**src/rtl/lsu_mem_pkg.sv**
```systemverilog
// Shared types for the data-memory access stage: op encoding, FSM states,
// request/response bundles and misaligned-access cause codes.
package lsu_mem_pkg;

    typedef struct packed {
        logic lb;
        logic lh;
        logic lw;
        logic lbu;
        logic lhu;
        logic sb;
        logic sh;
        logic sw;
    } lsu_op_type;

    typedef enum logic [1:0] {
        IDLE  = 2'd0,
        WAIT  = 2'd1,
        DRAIN = 2'd2
    } lsu_mem_state_type;

    localparam logic [3:0] ECAUSE_LOAD_MISALIGNED  = 4'd4;
    localparam logic [3:0] ECAUSE_STORE_MISALIGNED = 4'd6;

    typedef struct packed {
        logic        valid;
        logic [31:0] addr;
        logic [31:0] sdata;
        lsu_op_type  lsu_op;
    } lsu_mem_in_type;

    typedef struct packed {
        logic        valid;
        logic [31:0] ldata;
        logic [3:0]  byteenable;
        lsu_op_type  lsu_op;
        logic        exc;
        logic [3:0]  ecause;
        logic [31:0] etval;
    } lsu_mem_out_type;

    function automatic logic op_is_load(input lsu_op_type op);
        return op.lb | op.lh | op.lw | op.lbu | op.lhu;
    endfunction

    function automatic logic op_is_store(input lsu_op_type op);
        return op.sb | op.sh | op.sw;
    endfunction

endpackage

```
**src/rtl/lsu_mem_align.sv**
```systemverilog
// Combinational access decode: byte enables, store-lane replication and
// misaligned detection from the low address bits and the op.
module lsu_align
    import lsu_mem_pkg::*;
(
    input  logic [1:0]  addr_low,
    input  logic [31:0] sdata,
    input  lsu_op_type  lsu_op,
    output logic [3:0]  byteenable,
    output logic [31:0] wdata,
    output logic        misaligned
);

    logic is_byte;
    logic is_half;
    logic is_word;

    assign is_byte = lsu_op.lb | lsu_op.lbu | lsu_op.sb;
    assign is_half = lsu_op.lh | lsu_op.lhu | lsu_op.sh;
    assign is_word = lsu_op.lw | lsu_op.sw;

    always_comb begin
        byteenable = 4'h0;
        wdata      = sdata;
        misaligned = 1'b0;
        if (is_byte) begin
            byteenable = 4'b0001 << addr_low;
            wdata      = {4{sdata[7:0]}};
        end else if (is_half) begin
            byteenable = 4'b0011 << addr_low;
            wdata      = {2{sdata[15:0]}};
            misaligned = addr_low[0];
        end else if (is_word) begin
            byteenable = 4'hF;
            misaligned = (addr_low != 2'b00);
        end
    end

endmodule

```
**src/rtl/lsu_mem.sv**
```systemverilog
// Data-memory access stage: one load/store per request over a valid/ready bus.
// Aligned: resp >= 2 cycles after accept; misaligned: resp next cycle, no bus.
module lsu_mem
    import lsu_mem_pkg::*;
(
    input  logic        clock,
    input  logic        reset,
    input  logic        req_valid,
    output logic        req_ready,
    input  logic [31:0] req_addr,
    input  logic [31:0] req_sdata,
    input  lsu_op_type  req_lsu_op,
    input  logic        flush,
    output logic        mem_valid,
    input  logic        mem_ready,
    output logic [31:0] mem_addr,
    output logic [31:0] mem_wdata,
    output logic [3:0]  mem_wstrb,
    input  logic [31:0] mem_rdata,
    output logic        resp_valid,
    output logic [31:0] resp_ldata,
    output logic [3:0]  resp_byteenable,
    output lsu_op_type  resp_lsu_op,
    output logic        resp_exc,
    output logic [3:0]  resp_ecause,
    output logic [31:0] resp_etval
);

    lsu_mem_state_type state, state_next;
    lsu_mem_in_type    req;
    lsu_mem_out_type   resp_q;

    logic [31:0] mem_addr_q;
    logic [31:0] mem_wdata_q;
    logic [3:0]  mem_wstrb_q;
    logic [3:0]  be_q;
    lsu_op_type  op_q;

    logic [3:0]  al_be;
    logic [31:0] al_wdata;
    logic        al_mis;

    logic accept;
    logic mis_resp;
    logic done;

    assign req = '{valid: req_valid, addr: req_addr, sdata: req_sdata, lsu_op: req_lsu_op};

    lsu_align u_align (
        .addr_low   (req.addr[1:0]),
        .sdata      (req.sdata),
        .lsu_op     (req.lsu_op),
        .byteenable (al_be),
        .wdata      (al_wdata),
        .misaligned (al_mis)
    );

    always_comb begin
        state_next = state;
        accept     = 1'b0;
        mis_resp   = 1'b0;
        done       = 1'b0;
        case (state)
            IDLE: begin
                if (req.valid && !flush) begin
                    if (al_mis) begin
                        mis_resp = 1'b1;
                    end else begin
                        accept     = 1'b1;
                        state_next = WAIT;
                    end
                end
            end
            WAIT: begin
                // The bus handshake is always completed; flush only drops the response.
                if (mem_ready) begin
                    state_next = IDLE;
                    done       = !flush;
                end else if (flush) begin
                    state_next = DRAIN;
                end
            end
            DRAIN: begin
                if (mem_ready) begin
                    state_next = IDLE;
                end
            end
            default: state_next = IDLE;
        endcase
    end

    always_ff @(posedge clock) begin
        if (reset) begin
            state       <= IDLE;
            resp_q      <= '0;
            mem_addr_q  <= '0;
            mem_wdata_q <= '0;
            mem_wstrb_q <= '0;
            be_q        <= '0;
            op_q        <= '0;
        end else begin
            state        <= state_next;
            resp_q.valid <= mis_resp | done;
            if (accept) begin
                mem_addr_q  <= {req.addr[31:2], 2'b00};
                mem_wdata_q <= al_wdata;
                mem_wstrb_q <= op_is_store(req.lsu_op) ? al_be : 4'h0;
                be_q        <= al_be;
                op_q        <= req.lsu_op;
            end
            if (mis_resp) begin
                resp_q.ldata      <= '0;
                resp_q.byteenable <= al_be;
                resp_q.lsu_op     <= req.lsu_op;
                resp_q.exc        <= 1'b1;
                resp_q.ecause     <= op_is_load(req.lsu_op) ? ECAUSE_LOAD_MISALIGNED
                                                            : ECAUSE_STORE_MISALIGNED;
                resp_q.etval      <= req.addr;
            end
            if (done) begin
                resp_q.ldata      <= op_is_load(op_q) ? mem_rdata : 32'h0;
                resp_q.byteenable <= be_q;
                resp_q.lsu_op     <= op_q;
                resp_q.exc        <= 1'b0;
                resp_q.ecause     <= 4'h0;
                resp_q.etval      <= 32'h0;
            end
        end
    end

    assign req_ready       = (state == IDLE);
    assign mem_valid       = (state != IDLE);
    assign mem_addr        = mem_addr_q;
    assign mem_wdata       = mem_wdata_q;
    assign mem_wstrb       = mem_wstrb_q;
    // A flush arriving with a pending pulse kills it before lsu can see it.
    assign resp_valid      = resp_q.valid & ~flush;
    assign resp_ldata      = resp_q.ldata;
    assign resp_byteenable = resp_q.byteenable;
    assign resp_lsu_op     = resp_q.lsu_op;
    assign resp_exc        = resp_q.exc;
    assign resp_ecause     = resp_q.ecause;
    assign resp_etval      = resp_q.etval;

endmodule

```
**config.mk**
```make
export PLATFORM = sky130hd
export DESIGN_NAME = lsu_mem
export DESIGN_NICKNAME = d
export VERILOG_FILES = /design/src/rtl/lsu_mem_pkg.sv /design/src/rtl/lsu_mem_align.sv /design/src/rtl/lsu_mem.sv
export SDC_FILE = /design/constraint.sdc
export NUM_CORES = 1
export LEC_CHECK = 0
export ABC_CLOCK_PERIOD_IN_PS = 3700
export BUFFER_PORTS_ARGS = -buffer_cell sky130_fd_sc_hd__buf_2
export CELL_PAD_IN_SITES_DETAIL_PLACEMENT = 1
export CELL_PAD_IN_SITES_GLOBAL_PLACEMENT = 1
export CORE_MARGIN = 2
export CORE_UTILIZATION = 39
export CTS_BUF_LIST = sky130_fd_sc_hd__clkbuf_8 sky130_fd_sc_hd__clkbuf_16
export DETAILED_ROUTE_END_ITERATION = 7
export HOLD_SLACK_MARGIN = 0.03
export PLACE_DENSITY = 0.89
export REMOVE_ABC_BUFFERS = 1
export SYNTH_ARGS = -nofsm -noshare
export SYNTH_HDL_FRONTEND = slang
export SYNTH_SLANG_ARGS = --single-unit
export TNS_END_PERCENT = 1
```
**constraint.sdc**
```tcl
create_clock -name clock -period 3.7 [get_ports clock]
set_clock_uncertainty 0.2 [all_clocks]
set_input_delay 0.74 -clock clock [delete_from_list [all_inputs] [get_ports clock]]
set_output_delay 0.74 -clock clock [all_outputs]
set_load 0.02 [all_outputs]
```
======== Word level (Yosys, flattened, before mapping) ========
Index checks and enable logic that the tools add are counted.
storage, ports and cells
  output and inout bits ................... 152
  logic and storage cells ................. 88
  input port bits ......................... 109
  flip-flop bits (word level) ............. 162
operators by class
  eq/ne operators ......................... 6
  mux-type cells .......................... 27
  reduce and logical (&&, ||, !) cells .... 8
  shift operators ......................... 2
  bitwise logic cells ..................... 18
operator list
  cell                 number
  $mux 81              2
  $mux 32              3
  $mux 4               4
  $or 1x1->1           16
  $mux 2               6
  $mux 1               11
  $pmux 2 s3           1
  $reduce_bool 2->1    3
  $ne 2x2->1 const B   2
  $reduce_and 4->1     1
  $shl 1x2->4 const A  1
  $shl 2x2->4 const A  1
  $ne 3x3->1 const B   1
  $eq 2x1->1 const B   1
  $eq 2x2->1 const B   1
  $logic_not 2->1      1
  $ne 2x1->1 const B   1
  $reduce_or 2->1      1
  $and 1x1->1          1
  $logic_and 1x1->1    1
  $logic_not 1->1      1
  $not 1->1            1

======== Depth between registers and ports, before layout ========
Gate-level depths: netlist (run 1).
  depth after elaboration ................. 9
  depth in mapped cells ................... 7
  gate-level depth less buffers ........... 6

======== Hierarchy ========
Synthesis (run 1) repeated with hierarchy kept, for this count alone.
unflattened totals
  cell total of the unflattened synthesis .. 915
  area, all modules ....................... 7833.8 sq um
modules (own cells, without submodules)
  module     area each (sq um)  cells each  times used  sequential area each (sq um)
  lsu_mem    7268.2             828         1           3183.1
  lsu_align  565.5              87          1           0.0

======== Worst setup path before layout (run 1) ========
OpenSTA, ideal clock, no wires.
  path type ............................... input port to flip-flop
  from .................................... in req_lsu_op[1] in the netlist's numbering
  to ...................................... reg mem_wdata_q[24], in the netlist mem_wdata[24]
  library setup time ...................... 0.121 ns
  slack ................................... 1.102 ns
  path buffers ............................ 2
  cell stages on the path ................. 6
  arrival time ............................ 2.277 ns
  data required time ...................... 3.379 ns
  cells stage by stage .................... or3_1 -> o31a_1 -> buf_2 -> o21ai_2 -> buf_4 -> mux2_2
between the ends
  cells in the longest elaborated chain, start to end .. 6
  elaborated cells on any way between the ends .. 8
  those cells by class .................... 7 x mux; 1 x bitwise
ends and longest elaborated chain
  what                  line                 RTL
  start, declared       lsu_mem.sv:12        input lsu_op_type req_lsu_op,
  $or 1x1->1 *          lsu_mem_align.sv:19  assign is_half = lsu_op.lh | lsu_op.lhu | lsu_op.sh;
  $mux 1                lsu_mem_align.sv:29  end else if (is_half) begin
  $mux 1                lsu_mem_align.sv:26  if (is_byte) begin
  $mux 1                lsu_mem.sv:66        if (al_mis) begin
  $mux 1                lsu_mem.sv:65        if (req.valid && !flush) begin
  $mux 1                lsu_mem.sv:63        case (state)
  end signal, assigned  lsu_mem.sv:106       mem_wdata_q <= al_wdata;
  end, declared         lsu_mem.sv:34        logic [31:0] mem_wdata_q;
Mark *: on every way between the ends. The rest lies on a longest branch, timed or not.
A chain may end at the register's enable or synchronous reset.

======== Worst setup path after layout (run 1) ========
  from .................................... in req_lsu_op[1] in the netlist's numbering
  to ...................................... reg resp_q, in the netlist resp_ldata[15]
between the ends
  cells in the longest elaborated chain, start to end .. 7
ends and longest elaborated chain
  what                                line                 RTL
  $or 1x1->1                          lsu_mem_align.sv:19
  $mux 1                              lsu_mem_align.sv:29
  $mux 1                              lsu_mem_align.sv:26
  $mux 1                              lsu_mem.sv:66
  $mux 1                              lsu_mem.sv:65
  $mux 1                              lsu_mem.sv:63
  $reduce_bool 2->1 (no source line)  -
  end, declared                       lsu_mem.sv:31        lsu_mem_out_type resp_q;
Every way passes these cells.

==> results of run 1 <==
logic make-up after synthesis:
kind of cell | after synthesis | share of synthesized area, %
other | 1 | 0.0516
adders and majority gates | 4 | 0.688
buffers and inverters | 162 | 13.1
DFF | 159 | 43.8
and+or+nand+nor | 214 | 13.5
muxes | 68 | 9.52
AOI/OAI and AO/OA | 199 | 19.4
power groups by stage:
stage / Combinational [W] / Sequential, W / Clock, W
after floorplan: 0.000207 / 0.00189 / 0
after global placement: 0.000474 / 0.00184 / 0
after detailed placement: 0.000490 / 0.00184 / 0
after CTS: 0.000492 / 0.00180 / 0.00163
after global routing: 0.000530 / 0.00181 / 0.00170
final: 0.000490 / 0.00180 / 0.00160
Yosys cell counts (4+ instances only):
cell type,count
buf_2,18
o211ai_1,8
a22o_1,35
nor2_1,15
ha_1,4
and3_1,15
nand2_1,112
o31ai_1,4
o21ai_0,42
a32oi_1,6
a21oi_1,44
dfxtp_1,159
a21boi_0,8
a2111oi_2,6
a211oi_1,9
mux2i_1,59
clkbuf_1,42
nand3_1,32
nor2b_1,9
buf_4,85
nor3_1,19
a2111oi_0,13
a31oi_1,9
inv_1,14
mux2_2,8
registers in the layout (all words and copies together) (netlist names):
signal,cells
resp_lsu_op,8
resp_ldata,32
resp_etval,32
mem_wdata,32
mem_addr,30
resp_byteenable,4
state,2
op_q,8
resp_q,1
mem_wstrb,4
be_q,4
resp_ecause,2
final timing paths:
kind	depth (start not counted)	startpoint	to
hold reg to reg	2	mem_wdata[5]	mem_wdata[5]
setup / recovery	7	req_lsu_op[1]	resp_ldata[15]
hold / removal	2	mem_wdata[5]	mem_wdata[5]
setup reg to reg	5	state[1]	resp_ldata[15]
tightest hold or removal path, stage by stage, from the launching register on:
cell and delay [ns]:
dfxtp_1 0.31, nand2_1 0.05, mux2i_1 0.05
per-stage QoR:
step / setup TNS [ns] / cell area [sq um] / util (%) / setup WS (ns)
floorplan: -322.45 / 6380 / - / -3.56
global placement: 0 / 8170 / 45.0 / 0.470
detailed placement: 0 / 8170 / 45.0 / 0.388
CTS: 0 / 8700 / 47.9 / 0.830
global route: 0 / 8700 / 47.9 / 0.721
finish: 0 / 8700 / 47.9 / 0.809
routing by layer:
layer  track usage (%)  vias to the layer above
met2              38.4                      242
li1                  -                     3067
met3              6.02                       54
met4              8.89                        0
met1              28.1                     3201
met5                 0                        -
area by class of cell:
type	instances	area, sq um
Timing Repair Buffer	277	1450
Multi-Input combinational cell	489	3200
Sequential cell	159	3180
Clock inverter	12	73.8
Inverter	14	53.8
Clock buffer	19	453
Tap cell	229	287
Fill cell	2169	9450
==> metrics, run 1 <==
final number of hold-violating endpoints=0; vias in the first global route=just under 7000; dpl hpwl=about 16000 microns; CTS tree=done; max frequency=around 0.35 GHz; status=finished clean; row cnt=49; #FFs+latches synth=roughly 160; Worst Max-Slew Pin Slew=between 1 and 1.5 ns; worst-path cell chain=buf_2 -> or3_1 -> o31ai_4 -> buf_4 -> a21oi_2 -> buf_4 -> a22o_1; CTS Buffer Depth=2; starting density of the core=between 40% and 50%; crit path DAT=about 3.0 ns; Fin Hold WS=0.255 ns; dominant synthesized flop cell=dfxtp_1; Cell Count, Final, Fillers Out=roughly 1200; core footprint=approximately 18000 sq um; most common cell after layout, fill and taps aside=buf_2; Int Pwr=between 0.002 and 0.003 W; Vias=around 6600; grt ovf=0; Metal-1 WL=just under 10000 microns; final worst path period need=about 2.9 ns; Static Leak=approximately 3.9 nW; Via density=roughly 5.5; clock share of power=41.1%; Max Cap Viol=0; syn avg cell area=between 9 and 10 sq um; Pre-antenna DRT Iters=5; post-CTS resize count=0; io pins=around 260; unrepaired setup endpoints after global routing=false; nets=around 1100; PortBufs=~260; Wirelength per Cell=roughly 19 microns; H-tree Lvls=4; final WL=roughly 23000 microns; All-Layer GR Usage=about 23%; Slowest-stage cell, CP=or3_1; net load switching power=0.00107 W; critical path buffer and inverter count=3; cell count after placement=between 1000 and 1500; P&R area growth vs syn=19.7%; first-pass GRT wire length=~36000 microns; met3 routed WL=1480 microns; Seq/Total Area, Yosys=between 40% and 50%; Crit path top cell by count=buf_4; pin count of the biggest net entering global routing=110; critical path's top delay family=buffers and inverters; DR DRC count=0; top cell type's share of synthesized area=a little over two fifths; Worst VDD drop=between 0.0003 and 0.0004 V; Post-Syn Area=7270 sq um; post-route clock period utilization=between 70% and 80%; post-CTS setup buffers=0; total CTS buffers=17; Unique masters post-synth=48; WS Path Type=in2reg; Pwr Total=slightly below 0.004 W; Post-synth EDFFs=0; Combinational Power Share=approximately 13%; root buffer cell=clkbuf_16; Post-synth ARST share=0%; DR WL met2=between 10000 and 15000 microns; clk sinks=~160; Yosys top cell by area=dfxtp_1; ANT nets after route=0; Final setup viols=0; worst-skew pair later-pin latency=0.41 ns; die footprint=around 20000 sq um; slowest stage delay, CP=~0.67 ns; P per Cell Area=447 nW/um^2; sequential fraction of design power=a little under half; top cells by area, synth=dfxtp_1 (44%), buf_4 (8.8%), mux2i_1 (8.1%); Worst setup SP type=input port; Post-Syn Instances=slightly above 800; antenna cells=0; r2r setup slk=approximately 0.94 ns; Final Slew Violations=0; Crit. End Element=flop; Yosys Warn Count=0; layout cells sized above 1=34.8%; most frequent cells in the layout=buf_2 (256), dfxtp_1 (159), nand2_1 (112); DRT iter0 DRCs=~260; die height=around 140 microns; cts hold-fix bufs=0; Hold WC Path Type=reg2reg; Top Metal Used=met4; Switching Share=27.5%; Slew HR=between 20% and 30%; clk slew on worst S/H paths=0.06 ns; critical-path maximum fanout=35; routability congestion estimate=around 0.76; Die W=141 microns; initial antenna violation count=0; CP required=3.81 ns
(Power assumes the default switching activity.)
==> run 2: changes to the inputs <==
--- a/config.mk
+++ b/config.mk
@@ -5,16 +5,16 @@
 export SDC_FILE = /design/constraint.sdc
 export NUM_CORES = 1
 export LEC_CHECK = 0
-export ABC_CLOCK_PERIOD_IN_PS = 3700
+export ABC_CLOCK_PERIOD_IN_PS = 2600
 export BUFFER_PORTS_ARGS = -buffer_cell sky130_fd_sc_hd__buf_2
 export CELL_PAD_IN_SITES_DETAIL_PLACEMENT = 1
 export CELL_PAD_IN_SITES_GLOBAL_PLACEMENT = 1
 export CORE_MARGIN = 2
-export CORE_UTILIZATION = 39
+export CORE_UTILIZATION = 33
 export CTS_BUF_LIST = sky130_fd_sc_hd__clkbuf_8 sky130_fd_sc_hd__clkbuf_16
 export DETAILED_ROUTE_END_ITERATION = 7
 export HOLD_SLACK_MARGIN = 0.03
-export PLACE_DENSITY = 0.89
+export PLACE_DENSITY = 0.81
 export REMOVE_ABC_BUFFERS = 1
 export SYNTH_ARGS = -nofsm -noshare
 export SYNTH_HDL_FRONTEND = slang
==> constraint.sdc (replaced) <==
create_clock -name clock -period 2.6 [get_ports clock]
set_clock_uncertainty 0.2 [all_clocks]
set_input_delay 0.52 -clock clock [delete_from_list [all_inputs] [get_ports clock]]
set_output_delay 0.52 -clock clock [all_outputs]
set_load 0.02 [all_outputs]
==> run 2 against run 1 <==
  * Total power up 54%
  * Worst setup slack worse by 0.45 ns
  * Wire length up 3.6%
  * Non-clock buffer count increased by 23
  * Critical path depth down 2
  * Sequential share of layout area shrank 1.9 points
  * Combinational power is 52% higher
  * Hold slack worse by 0.14 ns
  * Die area rose by 18%
  * First-iteration DRC count up 42%
==> metrics, run 2 (synthesis results as in run 1) <==
fill count=2580 (+19%); met1 GRT Util=24.7% (-3.4 points); dpl hpwl=16700 microns (+6.6%); final worst path period need=between 2 and 2.5 ns; Cell Count, Final, Fillers Out=1274 (+6.3%); initial antenna violation count=0 (unchanged); P&R area growth vs syn=26.2%; Crit path top cell by count=buf_12; row cnt=54 (+10%); cell count after placement=1242 (+6.3%); Final Slew Violations=0 (unchanged); H-tree Lvls=4 (unchanged); DRT iter0 DRCs=364 (+42%); met3 Track Usage GR=4.64% (-1.4 points); Via density=5.14 (-6.2%); Worst VDD drop=0.000325 V (about the same); Hold WC Path Type=in2reg; Wirelength per Cell=18.4 microns (-2.5%); post-CTS setup buffers=0 (unchanged); net load switching power=0.00156 W (+46%); Switching Share=26.1% (-1.4 points); starting density of the core=33.4% (-6.6 points); Fin Hold WS=0.113 ns (-0.142 ns); Pre-antenna DRT Iters=4 (-1); critical path's top delay family=simple AND/OR/NAND/NOR gates; All-Layer GR Usage=19.8% (-3.1 points); post-CTS resize count=0 (unchanged); pin count of the biggest net entering global routing=55 (-50%); Final setup viols=0 (unchanged); Crit. End Element=flop; met2 Use GR=34.1% (-4.4 points); final number of hold-violating endpoints=0 (unchanged); routability congestion estimate=0.786 (+3.2%); WS Path Type=reg2reg; Combinational Power Share=12.4% (-0.2 points); Slowest-stage cell, CP=or4b_1; PortBufs=256 (unchanged); Worst setup SP type=flop; critical path buffer and inverter count=2 (-1); clock share of power=44.9% (+3.8 points); die height=152 microns (+8.5%); P per Cell Area=654 nW/um^2 (+46%); die footprint=23200 sq um (+18%); final WL=23500 microns (+3.6%); Core Util, Final=42.2% (-5.8 points); CP required=2.74 ns (-1.07 ns); critical-path maximum fanout=19 (-46%); clk slew on worst S/H paths=0.06 ns (about the same); worst-path cell chain=or4b_1 -> a21oi_4 -> buf_12 -> buf_12 -> mux2i_1; status=finished clean; Fin Setup TNS=0 ns (unchanged); max frequency=approximately 0.45 GHz; sequential fraction of design power=42.7% (-3.6 points); Pwr Total=0.00600 W (+54%); Static Leak=4.10 nW (+5.5%); io pins=261 (unchanged); Worst Max-Slew Pin Slew=0.502 ns (-0.588 ns); Slew HR=66.3% (+39 points); unrepaired setup endpoints after global routing=false; first-pass GRT wire length=36700 microns (+1.7%); total CTS buffers=17 (unchanged); grt ovf=0 (unchanged); gr busiest metal=met2; root buffer cell=clkbuf_16; nets=1094 (+2.1%); slowest stage delay, CP=0.70 ns (+0.03 ns); worst-skew pair later-pin latency=0.42 ns (about the same); vias in the first global route=6763 (-0.030%); ANT nets after route=0 (unchanged); CTS Buffer Depth=2 (unchanged); Vias=6542 (-0.34%); Max Cap Viol=0 (unchanged); post-route clock period utilization=around 86%; clk sinks=159 (unchanged); cts hold-fix bufs=0 (unchanged); DR DRC count=0 (unchanged); most common cell after layout, fill and taps aside=buf_2; crit path DAT=2.38 ns (-0.62 ns); most frequent cells in the layout=buf_2 (256), dfxtp_1 (159), nand2_1 (112); Die W=152 microns (+8.5%); antenna cells=0 (unchanged); Int Pwr=0.00444 W (+57%); layout cells sized above 1=36.4% (+1.6 points); CTS tree=done; core footprint=21800 sq um (+20%)
[run 2: changes by cell type in the layout (fill, tap and decap cells not counted)]
cell,change
nor4_2,-1
bufinv_16,+4
buf_4,+13
clkbuf_8,-1
nor4_4,+1
buf_12,+10
inv_6,+3
clkinvlp_4,-4
clkinv_4,+1
clkinv_2,-2
[run 2: metrics by stage]
step | cell area (sq um) | setup slack, ns
2_1_floorplan | 6380 | -4.44
3_3_place_gp | 8540 | 0.0544
3_5_place_dp | 8540 | 0.0119
4_1_cts | 9170 | 0.364
5_1_grt | 9170 | 0.261
6_report | 9170 | 0.362
[run 2: cell type report]
cell class	count	area [sq um]	area share, %
flip-flops and latches	159	3180	34.7
multi-input cells	489	3210	35.0
clock inverters	14	189	2.06
repair buffers	300	1750	19.1
inverters	14	53.8	0.587
clock buffers	18	439	4.79
well taps	280	350	3.82
[run 2: metal layers]
layer | wire (microns) | up-vias
met5 | 0 | -
met4 | 418 | 0
met3 | 1290 | 31
met2 | 11500 | 214
met1 | 10200 | 3179
li1 | - | 3118
[run 2: power by group through the flow]
stage	combinational (W)	clock (W)	sequential (W)
after global placement	0.000727	0	0.00261
after floorplan	0.000295	0	0.00269
final	0.000747	0.00269	0.00256
after detailed placement	0.000750	0	0.00262
after CTS	0.000752	0.00276	0.00256
after global routing	0.000807	0.00287	0.00257
[run 2: worst register-to-register path, cell delays in order, from the launching register on]
cell and delay (ns):
dfxtp_1 0.38, or4b_1 0.70, a21oi_4 0.25, buf_12 0.22, buf_12 0.19, mux2i_1 0.22
[run 2: final timing paths]
kind	startpoint	endpoint	slack, ns	cells past startpoint
max	state[0]	mem_addr[21]	0.36	5
min	mem_rdata[21]	resp_ldata[21]	0.11	2
max reg2reg	state[0]	mem_addr[21]	0.36	5
min reg2reg	mem_addr[19]	mem_addr[19]	0.25	2
==> run 3: changes to the inputs <==
--- a/config.mk
+++ b/config.mk
@@ -5,16 +5,16 @@
 export SDC_FILE = /design/constraint.sdc
 export NUM_CORES = 1
 export LEC_CHECK = 0
-export ABC_CLOCK_PERIOD_IN_PS = 2600
+export ABC_CLOCK_PERIOD_IN_PS = 2200
 export BUFFER_PORTS_ARGS = -buffer_cell sky130_fd_sc_hd__buf_2
 export CELL_PAD_IN_SITES_DETAIL_PLACEMENT = 1
 export CELL_PAD_IN_SITES_GLOBAL_PLACEMENT = 1
 export CORE_MARGIN = 2
-export CORE_UTILIZATION = 33
+export CORE_UTILIZATION = 36
 export CTS_BUF_LIST = sky130_fd_sc_hd__clkbuf_8 sky130_fd_sc_hd__clkbuf_16
 export DETAILED_ROUTE_END_ITERATION = 7
 export HOLD_SLACK_MARGIN = 0.03
-export PLACE_DENSITY = 0.81
+export PLACE_DENSITY = 0.83
 export REMOVE_ABC_BUFFERS = 1
 export SYNTH_ARGS = -nofsm -noshare
 export SYNTH_HDL_FRONTEND = slang
==> constraint.sdc (replaced) <==
create_clock -name clock -period 2.2 [get_ports clock]
set_clock_uncertainty 0.2 [all_clocks]
set_input_delay 0.44 -clock clock [delete_from_list [all_inputs] [get_ports clock]]
set_output_delay 0.44 -clock clock [all_outputs]
set_load 0.02 [all_outputs]
==> run 3 against run 2 <==
  * Design area up 3.7%
  * Utilization grew 6.3 points
  * Combinational power up 29%
  * Hold slack got worse by 0.067 ns
  * Largest power group is now registers
  * Via count is 3.8% higher
  * Count of clock-buffer cells in the layout increased by 2
  * Register-to-register slack got worse by 0.33 ns
  * Non-clock buffer count increased by 45
  * Final cell count grew 2.4%
  * Highest routed layer unchanged
  * Maximum frequency grew 3.1%
  * First-iteration DRC count down 32%
==> metrics, run 3 (synthesis results as in run 1) <==
Pre-antenna DRT Iters=4 (unchanged); Static Leak=4.28 nW (+4.5%); P&R area growth vs syn=30.9%; Max Cap Viol=0 (unchanged); unrepaired setup endpoints after global routing=true; nets=1139 (+4.1%); Final Slew Violations=0 (unchanged); die footprint=21300 sq um (-8.1%); fill count=2346 (-9.1%); Worst VDD drop=0.000548 V (+69%); Wirelength per Cell=18.6 microns (+0.97%); layout cells sized above 1=37.2% (+0.73 points); core footprint=19700 sq um (-9.7%); CP required=2.35 ns (-0.39 ns); net load switching power=0.00187 W (+20%); DRT iter0 DRCs=248 (-32%); Crit. End Element=flop; worst-skew pair later-pin latency=0.42 ns (about the same); Pwr Total=0.00690 W (+15%); Worst Max-Slew Pin Slew=0.557 ns (+0.0549 ns); routability congestion estimate=0.782 (-0.47%); dpl hpwl=16700 microns (-0.20%); Cell Area, Placed=8680 sq um (+1.6%); Vias=6792 (+3.8%); sequential fraction of design power=43.9% (+1.2 points); critical-path maximum fanout=12 (-7); grt ovf=0 (unchanged); Worst setup SP type=flop; Die W=146 microns (-4.1%); clk sinks=159 (unchanged); Fin Hold WS=0.0456 ns (-0.0675 ns); status=finished clean; Switching Share=27.2% (+1.1 points); first-pass GRT wire length=38300 microns (+4.2%); Fin Setup TNS=0 ns (unchanged); CTS Buffer Depth=2 (unchanged); row cnt=51 (-5.6%); most common cell after layout, fill and taps aside=buf_2; Core Util, Final=48.4% (+6.3 points); Int Pwr=0.00503 W (+13%); final worst path period need=2.17 ns (-0.0673 ns); DR DRC count=0 (unchanged); max frequency=0.461 GHz (+3.1%); P per Cell Area=725 nW/um^2 (+11%); die height=146 microns (-4.1%); pin count of the biggest net entering global routing=56 (+1.8%); io pins=261 (unchanged); post-route clock period utilization=98.7% (+13 points); final instance area=9520 sq um (+3.7%); multi-input logic area=3200 sq um (-0.12%); CTS tree=done; Crit path top cell by count=buf_4; clk slew on worst S/H paths=0.07 ns (about the same); crit path DAT=2.32 ns (-0.06 ns); initial antenna violation count=1 (+1); Final setup viols=0 (unchanged); ANT nets after route=0 (unchanged); Via density=5.20 (+1.4%); worst-path cell chain=or4b_1 -> buf_4 -> a21oi_4 -> buf_4 -> buf_12 -> mux2i_2; vias in the first global route=7269 (+7.5%); Slowest-stage cell, CP=or4b_1; most frequent cells in the layout=buf_2 (256), dfxtp_1 (159), nand2_1 (112); Combinational Power Share=13.9% (+1.5 points); PortBufs=256 (unchanged); final number of hold-violating endpoints=0 (unchanged); root buffer cell=clkbuf_16; All-Layer GR Usage=22.1% (+2.3 points); starting density of the core=37.0% (+3.6 points); Register Area=3180 sq um (unchanged); Slew HR=62.6% (-3.7 points); H-tree Lvls=4 (unchanged); WS Path Type=reg2reg; slowest stage delay, CP=0.55 ns (-0.15 ns); total CTS buffers=17 (unchanged); Hold WC Path Type=in2reg; clock share of power=42.2% (-2.7 points); final WL=24300 microns (+3.4%)
==> run 3: power by group through the flow <==
stage	Sequential, W	Combinational (W)	Clock [W]
after floorplan	0.00318	0.000349	0
after global placement	0.00309	0.000888	0
after detailed placement	0.00309	0.000915	0
after CTS	0.00303	0.000952	0.00296
after global routing	0.00304	0.00103	0.00310
final	0.00303	0.000962	0.00291
==> run 3: worst max-delay path: cells and delay by family, from the launching register on <==
family / cells / cell delay, ns
compound gates: 1 / 0.19
buf+inv: 3 / 0.59
flops: 1 / 0.34
mux: 1 / 0.21
simple gates: 1 / 0.55
==> run 3: per-layer routing <==
layer / global-route usage, % / part of all wire (%) / routed length [microns] / vias to the layer above
met5: 0 / 0 / 0 / -
met4: 7.48 / 2.2 / 546 / 0
met3: 5.72 / 5.9 / 1430 / 35
li1: - / - / - / 3214
met1: 26.7 / 43 / 10300 / 3326
met2: 38.2 / 49 / 12000 / 217
==> run 3: path summary, 6_finish.rpt <==
check	startpoint	end	slack, ns	cells after the start
max reg2reg	state[0]	mem_addr[3]	0.03	6
min reg2reg	mem_addr[18]	mem_addr[18]	0.26	2
min	mem_rdata[29]	resp_ldata[29]	0.05	2
max	state[0]	mem_addr[3]	0.03	6
==> run 3: metrics by stage <==
stage               worst slack (ns)  instances
CTS                           0.0225       1303
global placement              -0.219       1249
finish                        0.0290       1305
global route                 -0.0352       1305
detailed placement            -0.286       1249
floorplan                      -4.76        662
==> run 3: area by class of cell <==
class / count / share of cell area, %
multi-input combinational: 489 / 33.7
sequential: 159 / 33.5
timing repair buffer: 345 / 22.7
clock buffer: 20 / 4.90
tap: 265 / 3.48
clock inverter: 12 / 1.16
inverter: 14 / 0.565
antenna: 1 / 0.0263
==> run 3: repair_timing <==
action,CTS,global route
endpoints found under the hold margin,22,0
hold buffers,22,0
gates resized for setup,0,2
endpoints found under the setup margin,0,22
buffers inserted,0,0
